<file path="config.mk">
export PLATFORM = sky130hd
export DESIGN_NAME = sync_mod_counter
export DESIGN_NICKNAME = d
export VERILOG_FILES = /design/src/rtl/sync_mod_counter.sv
export SDC_FILE = /design/constraint.sdc
export NUM_CORES = 1
export LEC_CHECK = 0
export ABC_AREA = 1
export CAP_MARGIN = 25
export CORE_AREA = 2 2 39 41
export DETAILED_ROUTE_END_ITERATION = 10
export DIE_AREA = 0 0 41 43
export GPL_TIMING_DRIVEN = 0
export SKIP_LAST_GASP = 1
export SLEW_MARGIN = 20
export SYNTH_ARGS = -nofsm -noshare
export SYNTH_HDL_FRONTEND = slang
export SYNTH_SLANG_ARGS = --single-unit
</file>
<file path="constraint.sdc">
create_clock -name clk -period 2.74 [get_ports clk]
set_clock_uncertainty 0.1 [all_clocks]
set_input_delay 0.411 -clock clk [delete_from_list [all_inputs] [get_ports clk]]
set_output_delay 0.411 -clock clk [all_outputs]
set_load 0.01 [all_outputs]
</file>
<file path="src/rtl/sync_mod_counter.sv">
// Parametrised synchronous modulo-N counter with clear, load, enp/ent enables,
// ripple-carry out and registered wrap pulse. Optional down count: SYNC_MOD_COUNTER_DOWN_EN.
module sync_mod_counter #(
  parameter int unsigned WIDTH   = 4,
  parameter int unsigned MODULUS = 10
) (
  input  logic             clk,
  input  logic             rst_n,
  input  logic             clr_n,
  input  logic             load_n,
  input  logic             enp,
  input  logic             ent,
  input  logic [WIDTH-1:0] d,
`ifdef SYNC_MOD_COUNTER_DOWN_EN
  input  logic             up_dn,
`endif
  output logic [WIDTH-1:0] q,
  output logic             rco,
  output logic             wrap
);

  localparam logic [WIDTH-1:0] TERM = WIDTH'(MODULUS - 1);

  if (WIDTH < 2 || WIDTH > 16 || MODULUS < 2 || MODULUS > (32'd1 << WIDTH)) begin : g_bad_param
    $error("sync_mod_counter: illegal WIDTH/MODULUS combination");
  end

  logic [WIDTH-1:0] r_q;
  logic             r_wrap;
  logic [WIDTH-1:0] w_q_nxt;
  logic             w_wrap_nxt;
  logic             w_up;
  logic [WIDTH-1:0] w_term;

`ifdef SYNC_MOD_COUNTER_DOWN_EN
  assign w_up = up_dn;
`else
  assign w_up = 1'b1;
`endif

  // Terminal value depends on direction; rco is intentionally combinational for cascading.
  assign w_term = w_up ? TERM : '0;
  assign rco    = ent & (r_q == w_term);
  assign q      = r_q;
  assign wrap   = r_wrap;

  // Next-state: clear > load > count > hold.
  always_comb begin
    w_q_nxt    = r_q;
    w_wrap_nxt = 1'b0;
    if (!clr_n) begin
      w_q_nxt = '0;
    end else if (!load_n) begin
      w_q_nxt = d;
    end else if (enp && ent) begin
      if (w_up) begin
        if (r_q == TERM) begin
          w_q_nxt    = '0;
          w_wrap_nxt = 1'b1;
        end else if (r_q > TERM) begin
          w_q_nxt = '0;
        end else begin
          w_q_nxt = r_q + WIDTH'(1);
        end
      end else begin
        if (r_q == '0) begin
          w_q_nxt    = TERM;
          w_wrap_nxt = 1'b1;
        end else if (r_q > TERM) begin
          w_q_nxt = TERM;
        end else begin
          w_q_nxt = r_q - WIDTH'(1);
        end
      end
    end
  end

  always_ff @(posedge clk or negedge rst_n) begin
    if (!rst_n) begin
      r_q    <= '0;
      r_wrap <= 1'b0;
    end else begin
      r_q    <= w_q_nxt;
      r_wrap <= w_wrap_nxt;
    end
  end

endmodule
</file>
# Word level (Yosys, flattened, before mapping)
# Index checks and enable logic that the tools add are counted.
op_classes:
  add_sub_neg: 1
  mul: 0
  n_div: 0
  order_cmp: 1
  eq_ne: 2
  n_shift: 0
  n_mux: 9
  bitwise: 1
  reduce_logical: 1
ops:
  columns: ["op", "count"]
  rows:
  - ["4-bit two-way mux", 5]
  - ["4-bit by 1-bit adder with 4-bit output, second input constant", 1]
  - ["4-bit equality test, second input constant", 1]
  - ["4-bit > comparator, second input constant", 1]
  - ["1-bit two-way mux", 4]
  - ["3-bit by 2-bit inequality test with 1-bit output, second input constant", 1]
  - ["1-bit AND", 1]
  - ["1-bit logical AND", 1]
word_totals:
  ff_bits: 5
  latch_bits: 0
  ram_bits: 0
  rom_bits: 0
  input_bits: 10
  output_inout_bits: 6
  word_cells: 17
  memories: 0

# Depth between registers and ports, before layout
depth:
  ltp_word: 6
  mapped_depth: 8
  mapped_depth_nobuf: 8

# Worst setup path before layout
# OpenSTA, ideal clock, no wires.
synth_timing:
  path_type: "reg2out"
  from: "register r_q[1] (netlist: q[1])"
  to: "output rco"
  t_arrival_ns: 1.004
  required_ns: 2.229
  path_slack_ns: 1.225
  path_stages_with_launch: 7
  cell_sequence: "dfrtp_1 inv_1 ha_1 nand2_1 nor2_1 inv_1 nor2_1"
synth_via:
  elab_chain_cells: 2
synth_rtl:
  columns: ["element", "line", "rtl"]
  rows:
  - ["start: declaration", "28", "logic [WIDTH-1:0] r_q;"]
  - ["start signal: assignment", "83", "r_q <= w_q_nxt;"]
  - ["4-bit equality test", "43", "assign rco = ent & (r_q == w_term);"]
  - ["1-bit AND", "43", null]
  - ["end: declaration", "18", "output logic rco,"]
# Every way passes these cells.

# Final worst setup path
# Same ends and word-level chain as after synthesis.

==> results by group <==
Timing
  • Rel. slew slack: 82.8%
  • Post-route setup TNS: 0 ps
  • Slew Limit Fails: 0
  • Final setup violation count: 0
  • Fmax: between 400 and 500 MHz
  • Worst-margin pin slew: 258 ps
  • Final hold vios: 0
  • Worst hold margin: 285 ps
  • RSZ-0062 raised after global routing: false
  • Minimum clock period: roughly 2300 ps
  • Fin crit share: about 83%

Critical path
  • Critical Path RT: roughly 2200 ps
  • Worst-path fanout max: 6
  • CP Capture Type: output port
  • CP startpoint kind: flip-flop
  • R2R Setup Slk: 1350 ps
  • Worst EP arrival: 1760 ps
  • WS Path Type: reg -> out

Routing
  • 1st-pass router iterations: 3
  • Via count normalized by instance count: approximately 4.2
  • ANT nets after route: 0
  • DRC: 0
  • WL final: about 830 µm
  • WL/cell: ~9 µm
  • DRT iter0 DRCs: 4
  • DR vias: between 300 and 400

Floorplanning
  • Die height: roughly 43 µm
  • DIE WIDTH: approximately 41 µm
  • I/O pin cnt: 16
  • Floorplan row count: 14
  • Die area: about 0.0018 mm²
  • Core area: roughly 0.0014 mm²
  • Initial core utilization: 27.3%

Logic synthesis
  • Gate count of the mapped netlist: 55
  • Synth area leader: dfrtp_1
  • Post-synth cell types: 14
  • Post-synth net total: 68
  • Synthesized area per cell: ~6.9 µm²
  • Largest cells by area after synthesis: dfrtp_1 33%, nand2_1 24%, ha_1 9.9%
  • Yosys reg bits: 5
  • Synth top area share: between 30% and 40%
  • Seq/Total Area, Yosys: about a third
  • Synth Warn #: 0
  • Mapped Area: 378 µm²

Pwr
  • Switching Share: 29.7%
  • Internal Pwr Total: 0.000168 W
  • Peak VDD IR: 0.000150 V
  • Share of power burned in registers: 37.3%
  • Combinational power share: a little over a quarter
  • Clock network fraction of design power: 36.4%
  • PD cells: 417 mW/mm²
  • Leakage: just under 0.3 nW
  • Sw power: 0.0000711 W

Job
  • Max Cap Viol: 0

Worst hold path
  • Min-delay worst type: in -> async

Finish
  • Most common library cell in the layout ignoring fill and taps: nand2_1
  • Area Overhead vs Synth: 52.0%
  • Antenna fix cells: 0
  • Most frequent cells in the layout: 24 x nand2_1, 15 x clkdlybuf4s50_1, 7 x inv_1, 5 x nand3_1, 5 x dfrtp_1
  • Net count of the finished layout: between 80 and 90
  • Ratio of cells with drive above 1 in the final layout: 10.8%
  • Cell area after layout: roughly 570 µm²
  • Non-Filler Instances: 90
  • Post-Route Utilization: between 40% and 50%

Clock network
  • Clock root buffer: clkbuf_4
  • CTS tree: yes
  • Clock transition at path regs: around 40 ps
  • CTS buffer count: 3
  • Post-CTS setup buffers: 0
  • CTS H-tree depth: 1
  • CTS Sinks: 5
  • # resized after CTS: 0
  • CTS max path bufs: 2
  • Clk_lat worst skew: 250 ps
  • Post-CTS Hold Buffers: 0

Placed design
  • Buffers added on ports: 15
  • Placed cell count: 86
  • Dpl cell area: between 500 and 600 µm²
  • DP HPWL: roughly 660 µm
  • RePlAce Congestion: roughly 0.77

Global route
  • First-pass GRT wire length: around 1400 µm
  • Initial antenna violation count: 0
  • Largest net degree at the start of global routing: 8
  • Vias in the first global route: approximately 360
  • GRT overflow: 0
  • Global Route Usage Sum: around an eighth

Outcome
  • Status: complete, no violations
==> worst max-delay path, stage by stage (launching register included) <==
cell and delay, ps:
dfrtp_1 430, inv_1 100, ha_1 150, nand2_1 60, nor2_1 80, inv_1 60
nor2_1 80, clkdlybuf4s50_1 540
==> kinds of logic after synthesis <==
group | share of synthesized area, %
simple gates | 42.4
fa+ha+maj | 9.93
flops | 33.1
xor+xnor | 2.32
compound gates | 4.31
buf+inv | 7.95
==> layer usage <==
layer	vias to the layer above	track usage (%)	wire length, µm
met5	-	0	0
met3	2	1.57	26
met2	11	16.6	408
met4	0	10.0	21
met1	154	16.6	375
li1	209	-	-
==> stage by stage <==
step           worst slack [ps]  power (W)
3_3_place_gp                592   0.000153
6_report                    473   0.000239
4_1_cts                     456   0.000243
5_1_grt                     321   0.000256
2_1_floorplan              1220   0.000119
3_5_place_dp                577   0.000153
==> sequential cells by signal, indices dropped and copies added (netlist names) <==
register	cells
wrap	1
q	4
==> power by group through the flow <==
stage / combinational, W / sequential, W / clock (W)
2_1_floorplan: 0.0000282 / 0.0000906 / 0
5_1_grt: 0.0000719 / 0.0000902 / 0.0000939
4_1_cts: 0.0000633 / 0.0000894 / 0.0000900
3_5_place_dp: 0.0000629 / 0.0000905 / 0
6_report: 0.0000627 / 0.0000894 / 0.0000872
3_3_place_gp: 0.0000624 / 0.0000902 / 0
==> synth_stat cells <==
| cell | count |
|---|---|
| nand3_1 | 5 |
| nand2_2 | 2 |
| nand4_1 | 1 |
| nand2_1 | 24 |
| inv_1 | 7 |
| inv_2 | 1 |
| nor3_1 | 1 |
| nor2_1 | 2 |
| nor2_2 | 1 |
| dfrtp_1 | 5 |
| xor2_1 | 1 |
| a21oi_4 | 1 |
| nand3b_1 | 1 |
| ha_1 | 3 |
==> area by class of cell <==
cell class                 instances  area (µm²)
fill                             145         810
timing repair buffer              15         150
sequential                         5         125
multi-input combinational         42         223
inverter                           8        30.0
tap                               16        20.0
clock buffer                       4        26.3
==> path summary, 6_finish.rpt <==
path	start	end	cells after the start
max in group asynchronous	rst_n	q[3]$_DFFE_PN0P_	1
min	rst_n	q[1]$_DFFE_PN0P_	1
max	q[1]$_DFFE_PN0P_	rco	7
max reg2reg	q[1]$_DFFE_PN0P_	q[2]$_DFFE_PN0P_	8
min in group clk	q[1]$_DFFE_PN0P_	q[1]$_DFFE_PN0P_	2
min reg2reg	q[1]$_DFFE_PN0P_	q[1]$_DFFE_PN0P_	2
No activity file was read; power rests on OpenSTA's default activity.
